$ cat src/rtl/id_ex_stage.sv
// ID/EX pipeline register with load-use stall, branch flush and halt drain control.
// Halt is captured into EX, then three bubble cycles drain the pipe before halted asserts.
module id_ex_stage (
    input  logic        clk,
    input  logic        rst_n,
    input  logic        ALUSrc,
    input  logic        MemtoReg,
    input  logic        RegWrite,
    input  logic        MemRead,
    input  logic        MemWrite,
    input  logic        Branch,
    input  logic        Halt,
    input  logic [1:0]  ALUOp,
    input  logic [31:0] id_pc,
    input  logic [31:0] id_rd1,
    input  logic [31:0] id_rd2,
    input  logic [31:0] id_imm,
    input  logic [4:0]  id_rs1,
    input  logic [4:0]  id_rs2,
    input  logic [4:0]  id_rd,
    input  logic [2:0]  id_funct3,
    input  logic [6:0]  id_funct7,
    input  logic        flush,
    output logic        ex_ALUSrc,
    output logic        ex_MemtoReg,
    output logic        ex_RegWrite,
    output logic        ex_MemRead,
    output logic        ex_MemWrite,
    output logic        ex_Branch,
    output logic        ex_Halt,
    output logic [1:0]  ex_ALUOp,
    output logic [31:0] ex_pc,
    output logic [31:0] ex_rd1,
    output logic [31:0] ex_rd2,
    output logic [31:0] ex_imm,
    output logic [4:0]  ex_rs1,
    output logic [4:0]  ex_rs2,
    output logic [4:0]  ex_rd,
    output logic [2:0]  ex_funct3,
    output logic [6:0]  ex_funct7,
    output logic        stall,
    output logic        halted
);

    localparam logic [1:0] RUN    = 2'd0;
    localparam logic [1:0] DRAIN  = 2'd1;
    localparam logic [1:0] HALTED = 2'd2;

    logic [1:0] state;
    logic [1:0] state_nxt;
    logic [1:0] drain_cnt;
    logic [1:0] drain_cnt_nxt;
    logic       hazard;
    logic       capture;

    // rs2 is checked for every opcode; spurious stalls on I-type are harmless
    assign hazard = ex_MemRead && (ex_rd != '0) && ((ex_rd == id_rs1) || (ex_rd == id_rs2));

    always_comb begin
        stall = 1'b0;
        case (state)
            RUN:     stall = hazard && !flush;
            default: stall = 1'b1;
        endcase
    end

    always_comb begin
        state_nxt     = state;
        drain_cnt_nxt = drain_cnt;
        capture       = 1'b0;
        case (state)
            RUN: begin
                if (!flush && !hazard) begin
                    capture = 1'b1;
                    if (Halt) begin
                        state_nxt     = DRAIN;
                        drain_cnt_nxt = 2'd3;
                    end
                end
            end
            DRAIN: begin
                drain_cnt_nxt = drain_cnt - 2'd1;
                if (drain_cnt == 2'd1) begin
                    state_nxt = HALTED;
                end
            end
            HALTED: ;
            default: state_nxt = RUN;
        endcase
    end

    always_ff @(posedge clk or negedge rst_n) begin
        if (!rst_n) begin
            state       <= RUN;
            drain_cnt   <= '0;
            halted      <= 1'b0;
            ex_ALUSrc   <= 1'b0;
            ex_MemtoReg <= 1'b0;
            ex_RegWrite <= 1'b0;
            ex_MemRead  <= 1'b0;
            ex_MemWrite <= 1'b0;
            ex_Branch   <= 1'b0;
            ex_Halt     <= 1'b0;
            ex_ALUOp    <= '0;
            ex_pc       <= '0;
            ex_rd1      <= '0;
            ex_rd2      <= '0;
            ex_imm      <= '0;
            ex_rs1      <= '0;
            ex_rs2      <= '0;
            ex_rd       <= '0;
            ex_funct3   <= '0;
            ex_funct7   <= '0;
        end else begin
            state     <= state_nxt;
            drain_cnt <= drain_cnt_nxt;
            halted    <= (state_nxt == HALTED);
            if (capture) begin
                // A Halt enters EX with every other control bit cleared
                ex_ALUSrc   <= ALUSrc   && !Halt;
                ex_MemtoReg <= MemtoReg && !Halt;
                ex_RegWrite <= RegWrite && !Halt;
                ex_MemRead  <= MemRead  && !Halt;
                ex_MemWrite <= MemWrite && !Halt;
                ex_Branch   <= Branch   && !Halt;
                ex_Halt     <= Halt;
                ex_ALUOp    <= Halt ? 2'b00 : ALUOp;
                ex_pc       <= id_pc;
                ex_rd1      <= id_rd1;
                ex_rd2      <= id_rd2;
                ex_imm      <= id_imm;
                ex_rs1      <= id_rs1;
                ex_rs2      <= id_rs2;
                ex_rd       <= id_rd;
                ex_funct3   <= id_funct3;
                ex_funct7   <= id_funct7;
            end else begin
                ex_ALUSrc   <= 1'b0;
                ex_MemtoReg <= 1'b0;
                ex_RegWrite <= 1'b0;
                ex_MemRead  <= 1'b0;
                ex_MemWrite <= 1'b0;
                ex_Branch   <= 1'b0;
                ex_Halt     <= 1'b0;
                ex_ALUOp    <= '0;
                ex_pc       <= '0;
                ex_rd1      <= '0;
                ex_rd2      <= '0;
                ex_imm      <= '0;
                ex_rs1      <= '0;
                ex_rs2      <= '0;
                ex_rd       <= '0;
                ex_funct3   <= '0;
                ex_funct7   <= '0;
            end
        end
    end

endmodule

$ cat config.mk
export PLATFORM = sky130hd
export DESIGN_NAME = id_ex_stage
export DESIGN_NICKNAME = d
export VERILOG_FILES = /design/src/rtl/id_ex_stage.sv
export SDC_FILE = /design/constraint.sdc
export NUM_CORES = 1
export LEC_CHECK = 0
export BUFFER_PORTS_ARGS = -buffer_cell sky130_fd_sc_hd__buf_2
export CORE_AREA = 2 2 126 128
export CTS_CLUSTER_SIZE = 14
export DETAILED_ROUTE_END_ITERATION = 16
export DIE_AREA = 0 0 128 130
export HOLD_SLACK_MARGIN = 0.05
export PLACE_DENSITY = 0.74
export SETUP_SLACK_MARGIN = 0.1
export SLEW_MARGIN = 20
export SYNTH_ARGS = -nofsm -noshare
export SYNTH_HDL_FRONTEND = slang
export SYNTH_SLANG_ARGS = --single-unit
$ cat constraint.sdc
create_clock -name clk -period 3.1 [get_ports clk]
set_input_delay 0.62 -clock clk [delete_from_list [all_inputs] [get_ports clk]]
set_output_delay 0.62 -clock clk [all_outputs]
set_load 0.005 [all_outputs]
==> Word-level counts from Yosys, hierarchy flattened <==
Cells that the tools add are included.
{ "word_totals": {"regBits": 167, "inputBits": 165, "output_inout_bits": 164, "word_cells": 75} }
{ "op_classes": {"addsub": 1, "n_eq_ne": 8, "mux": 28, "n_reduce_logical": 18} }
{ "op_table": {"columns": ["operator", "count"], "rows": [
  ["32-bit two-way mux", 4],
  ["5-bit two-way mux", 3],
  ["2-bit two-way mux", 7],
  ["5-bit equality test", 2],
  ["1-bit logical AND", 10],
  ["1-bit two-way mux", 10],
  ["7-bit two-way mux", 1],
  ["2-bit case mux with 3 select lines", 1],
  ["5-bit nonzero test", 1],
  ["2-bit by 1-bit equality test with 1-bit output, second input constant", 2],
  ["2-bit equality test, second input constant", 2],
  ["2-bit != test, second input constant", 2],
  ["2-bit case mux with 2 select lines", 1],
  ["1-bit logical NOT", 3],
  ["3-bit two-way mux", 1],
  ["3-bit AND reduction", 1],
  ["2-bit logical NOT", 1],
  ["2-bit nonzero test", 1],
  ["2-bit by 1-bit subtractor with 2-bit output, second input constant", 1],
  ["1-bit logical OR", 1]
]} }

==> Depth between registers and ports, before layout <==
{ "logic_depth": {"depth_word": 8, "ltp_mapped": 7, "mapped_depth_nobuf": 5} }

==> Worst setup path before layout <==
No wires, ideal clock.
{ "synth_timing": {"path_kind": "input to output", "startpoint": "input port id_rs2[3]", "endpoint": "output port stall", "arrival_time_ns": 1.295, "path_slack_ns": 1.185, "cell_stages": 4, "cell_sequence": "xor2_1 > nor3_1 > a22oi_1 > o31ai_1"} }
{ "synth_via": {"elab_chain_len": 5} }
{ "synth_lines": {"columns": ["element", "line_no", "source"], "rows": [
  ["from (decl)", "19", "input logic [4:0] id_rs2,"],
  ["5-bit equality test", "57", "assign hazard = ex_MemRead && (ex_rd != '0) && ((ex_rd == id_rs1) || (ex_rd == id_rs2));"],
  ["1-bit logical OR", "57", null],
  ["1-bit logical AND", "57", null],
  ["1-bit logical AND", "62", "RUN: stall = hazard && !flush;"],
  ["1-bit two-way mux", "61", "case (state)"],
  ["to (decl)", "41", "output logic stall,"]
]} }
Every way passes these cells.

==> Worst setup path after layout <==
{ "layout_timing": {"startpoint": "register ex_rd[1]", "endpoint": "register ex_ALUSrc"} }
{ "layout_via": {"elab_chain_len": 8, "word_cells_on_any_way": 11, "cone_classes": "eq/ne: 2; mux: 3; reduce/logical: 6"} }
{ "layout_lines": {"columns": ["element", "line_no", "source"], "rows": [
  ["from (decl)", "38", "output logic [4:0] ex_rd,"],
  ["from (signal assigned)", "134", "ex_rd <= id_rd;"],
  ["5-bit equality test or 5-bit nonzero test (tied branches)", "57", null],
  ["1-bit logical OR or 1-bit logical AND (tied branches)", "57", null],
  ["1-bit logical AND (*)", "57", null],
  ["1-bit logical NOT (*)", "73", "if (!flush && !hazard) begin"],
  ["1-bit logical AND (*)", "73", null],
  ["1-bit two-way mux (*)", "73", null],
  ["1-bit two-way mux (*)", "71", "case (state)"],
  ["1-bit two-way mux (*)", "118", "if (capture) begin"],
  ["to (signal assigned)", "120", "ex_ALUSrc <= ALUSrc && !Halt;"],
  ["to (decl)", "24", "output logic ex_ALUSrc,"]
]} }
Mark *: on every way between the ends. The rest lies on a longest branch, timed or not.
A chain may end at the register's enable or synchronous reset.

==> run_summary.xml <==
<?xml version="1.0" encoding="UTF-8"?>
<metrics>
  <group name="status">
    <metric name="run_status" unit="">finished, final reports clean</metric>
  </group>
  <group name="synth">
    <metric name="synth_simple_gate_area_share" unit="%">19.4</metric>
    <metric name="yosys_warnings" unit="">0</metric>
    <metric name="synth_seq_area_share" unit="%">74.6</metric>
    <metric name="synthDominantAreaCellType" unit="">dfrtp_1</metric>
    <metric name="synth_top_family_by_area" unit="">simple AND/OR/NAND/NOR gates</metric>
    <metric name="synth_compound_area_share" unit="%">1.41</metric>
    <metric name="synth_top_cells_by_count" unit="">167 x dfrtp_1, 153 x and2_1, 10 x xor2_1, 9 x buf_6, 8 x and3b_1</metric>
    <metric name="synth-async-reset-ratio" unit="%">100</metric>
    <metric name="synth_area_per_cell" unit="um^2">14.6</metric>
    <metric name="synthTopCellsByArea" unit="">dfrtp_1 75%, and2_1 17%, buf_6 1.8%, xor2_1 1.6%, and3b_1 1.3%</metric>
    <metric name="yosysTopAreaCellShare" unit="%">74.6</metric>
    <metric name="synth.area.mux_share" unit="%">0.179</metric>
    <metric name="synth.cell_area" unit="um^2">5600</metric>
    <metric name="synthXorXnorAreaFrac" unit="%">1.56</metric>
    <metric name="yosys_register_bits" unit="">167</metric>
    <metric name="synth_enable_flop_cells" unit="">0</metric>
    <metric name="netlist-cell-type-count" unit="">25</metric>
    <metric name="syn_inst" unit="">384</metric>
    <metric name="post-synth-top-count-cell" unit="">dfrtp_1</metric>
    <metric name="yosys.area_share.adder" unit="%">0.223</metric>
    <metric name="synthFlopType" unit="">dfrtp_1</metric>
    <metric name="synth_fp_nets" unit="">550</metric>
  </group>
  <group name="worst_setup_path">
    <metric name="path_cells" unit="">or4_1, o21ai_2, o21a_4, buf_4, and3b_1</metric>
    <metric name="cp_max_fo" unit="">108</metric>
    <metric name="end_kind" unit="">flop</metric>
    <metric name="setup.reg_to_reg.worst_slack" unit="ns">0.49</metric>
    <metric name="critical-path-top-delay-family" unit="">compound AO/OA/AOI/OAI gates</metric>
    <metric name="critical_path_class" unit="">reg -&gt; reg</metric>
    <metric name="crit_path_start_kind" unit="">flop</metric>
    <metric name="crit_path_max_delay_cell_type" unit="">o21a_4</metric>
    <metric name="critPathBufInv" unit="">1</metric>
    <metric name="crit_required" unit="ns">3.45</metric>
    <metric name="crit_path_max_incr_delay" unit="ns">0.71</metric>
    <metric name="arrival" unit="ns">2.97</metric>
  </group>
  <group name="pwr">
    <metric name="switching_share" unit="%">21.7</metric>
    <metric name="total_leakage_power" unit="nW">4.84</metric>
    <metric name="switchingPower" unit="W">0.000953</metric>
    <metric name="peakVddDrop" unit="mV">0.323</metric>
    <metric name="seqPwrFrac" unit="%">49.6</metric>
    <metric name="pwr_density_cell" unit="nW/um^2">547</metric>
    <metric name="power.clock.fraction" unit="%">46.8</metric>
    <metric name="p_int" unit="W">0.00344</metric>
    <metric name="combPwrFrac" unit="%">3.6</metric>
  </group>
  <group name="clocking">
    <metric name="clock_tree_from_tritoncts" unit="">yes</metric>
    <metric name="clk_root_buffer_cell" unit="">clkbuf_16</metric>
    <metric name="worstSkewPairLatency" unit="ns">0.42</metric>
    <metric name="post_cts.repair.setup_buffers" unit="">0</metric>
    <metric name="clk_transition_reported_paths" unit="ns">0.07</metric>
    <metric name="cts_sinks" unit="">167</metric>
    <metric name="post_cts.resized_instances" unit="">0</metric>
    <metric name="cts_buffers" unit="">17</metric>
    <metric name="maximum_clock_insertion_buffer_count" unit="">2</metric>
    <metric name="ctsHtreeMaxLevel" unit="">4</metric>
    <metric name="post_cts_hold_buffer_count" unit="">0</metric>
  </group>
  <group name="sta">
    <metric name="hold_violations" unit="">0</metric>
    <metric name="finalWorstSetupSlack" unit="ns">0.487</metric>
    <metric name="skew" unit="ns">0.00792</metric>
    <metric name="final.min_clock_period" unit="ns">2.61</metric>
    <metric name="fin_tns_setup" unit="ns">0</metric>
    <metric name="worst-slew-pin-transition" unit="ns">0.868</metric>
    <metric name="maxSlewViolCount" unit="">0</metric>
    <metric name="grt_setup_unrepaired" unit="">false</metric>
    <metric name="min_period_over_period" unit="%">84.3</metric>
    <metric name="finalSetupViolations" unit="">0</metric>
    <metric name="timing.max_slew.rel_slack" unit="%">42.2</metric>
    <metric name="fmax" unit="GHz">0.383</metric>
  </group>
  <group name="detailed_routing">
    <metric name="drt_drc_violations_left" unit="">0</metric>
    <metric name="route.vias.total" unit="">3918</metric>
    <metric name="vias_per_cell" unit="">4.24</metric>
    <metric name="number_of_optimization_iterations_in_the_first_detailed_route_pass" unit="">4</metric>
    <metric name="antenna_left" unit="">0</metric>
    <metric name="detail_route.wirelength" unit="um">13200</metric>
    <metric name="initialDrtViolationCount" unit="">101</metric>
    <metric name="wl_per_cell" unit="um">14.3</metric>
  </group>
  <group name="floorplan">
    <metric name="fp.dieH" unit="um">130</metric>
    <metric name="die_width" unit="um">128</metric>
    <metric name="floorplan.die_area" unit="um^2">16600</metric>
    <metric name="boundaryPins" unit="">329</metric>
    <metric name="floorplan.rows" unit="">46</metric>
    <metric name="floorplan.initialDensity" unit="%">36.3</metric>
    <metric name="fp.coreArea" unit="um^2">15400</metric>
  </group>
  <group name="global_routing">
    <metric name="first_global_vias" unit="">3823</metric>
    <metric name="grt_pass1_wl" unit="um">19600</metric>
    <metric name="grt_usage" unit="%">15.6</metric>
    <metric name="grt_antenna_before_repair" unit="">0</metric>
    <metric name="grt_max_degree" unit="">109</metric>
    <metric name="grt_overflow" unit="">0</metric>
  </group>
  <group name="hold_path">
    <metric name="min_delay_path_class" unit="">in -&gt; async</metric>
  </group>
  <group name="place">
    <metric name="io_buffers" unit="">328</metric>
    <metric name="placedInstanceArea" unit="um^2">7430</metric>
    <metric name="place_inst" unit="">893</metric>
    <metric name="globalplace.congestion" unit="">0.750</metric>
    <metric name="post-place-ws" unit="ns">0.406</metric>
    <metric name="dpl.hpwl" unit="um">10000</metric>
  </group>
  <group name="finish">
    <metric name="final_instance_count_excl_fillers" unit="">925</metric>
    <metric name="antenna_cells" unit="">0</metric>
    <metric name="area_delta_synth_final" unit="%">43.2</metric>
    <metric name="design_area" unit="um^2">8020</metric>
    <metric name="fraction_of_final_layout_cells_with_drive_strength_greater_than_1" unit="%">50.3</metric>
    <metric name="finish.net_count" unit="">886</metric>
  </group>
  <group name="flow_run">
    <metric name="max_capacitance_violation_total" unit="">0</metric>
  </group>
</metrics>
==> final timing paths <==
kind                       cells after the start        from    endpoint
max                                            5    ex_rd[1]   ex_ALUSrc
min reg2reg                                    1    state[1]     ex_Halt
max reg2reg                                    5    ex_rd[1]   ex_ALUSrc
min                                            1       rst_n   ex_rd1[6]
min in group clk                               2  id_rd2[14]  ex_rd2[14]
max in group asynchronous                      2       rst_n   ex_pc[27]
==> power groups by stage <==
| stage | Combinational [W] | Clock, W | Sequential, W |
|---|---|---|---|
| after floorplan | 0.00000896 | 0 | 0.00222 |
| after global placement | 0.000161 | 0 | 0.00222 |
| after detailed placement | 0.000161 | 0 | 0.00222 |
| after CTS | 0.000162 | 0.00212 | 0.00218 |
| after global routing | 0.000179 | 0.00221 | 0.00218 |
| final | 0.000158 | 0.00205 | 0.00218 |
==> kinds of logic after synthesis <==
| logic type | Yosys count |
|---|---|
| multiplexers | 1 |
| adder cells (fa/ha/maj) | 1 |
| buffers and inverters | 20 |
| flip-flops | 167 |
| XOR/XNOR | 10 |
| AO/OA/AOI/OAI | 11 |
| AND/OR/NAND/NOR | 174 |
==> cell type report <==
class / instances / area (um^2)
fillers: 1373 / 7410
clock buffers: 19 / 453
multi-input cells: 197 / 1280
inverters: 2 / 7.51
repair buffers: 335 / 1730
clock inverters: 13 / 136
flip-flops and latches: 167 / 4180
well taps: 192 / 240
==> worst register-to-register path: cells and delay by family, from the launching register on <==
kind / cells / cell delay, ns
compound gates: 2 / 0.92
simple gates: 2 / 0.75
flops: 1 / 0.45
buf+inv: 1 / 0.42
==> state kept, by name (all words and copies together) (netlist names), 3 cells and up <==
register   flops
ex_rs1         5
ex_pc         32
ex_rs2         5
ex_rd1        32
ex_rd          5
ex_funct7      7
ex_funct3      3
ex_rd2        32
ex_imm        32
==> metal layers <==
metal / vias up / GRT usage [%] / routed length, um
met5: - / 0 / 0
met4: 0 / 5.88 / 248
met3: 20 / 7.30 / 1240
met2: 202 / 26.4 / 6760
met1: 1838 / 17.4 / 4990
li1: 1858 / - / -
==> layout by cell type, fill, tap and decap left out, types with 2 or more instances in the layout <==
master / synthesis / final
a21oi_1: 2 / 2
and2_1: 153 / 153
and3b_1: 8 / 8
buf_12: 0 / 2
buf_2: 1 / 327
buf_4: 0 / 5
clkbuf_16: 0 / 17
clkbuf_8: 0 / 2
clkinv_4: 0 / 3
clkinvlp_4: 0 / 3
dfrtp_1: 167 / 167
inv_1: 2 / 2
inv_6: 0 / 4
inv_8: 0 / 2
nor2_1: 5 / 5
nor3_1: 4 / 4
o21ai_0: 3 / 3
xor2_1: 10 / 10
==> through the flow <==
step / utilization, % / hold slack, ns / total power, W
3_5_place_dp: 48.2 / 0.485 / 0.00238
6_report: 52.0 / 0.238 / 0.00439
4_1_cts: 52.0 / 0.243 / 0.00446
3_3_place_gp: 48.2 / 0.483 / 0.00238
2_1_floorplan: - / 0.324 / 0.00223
5_1_grt: 52.0 / 0.283 / 0.00457
Note: power is estimated with default switching activity, not from simulation.
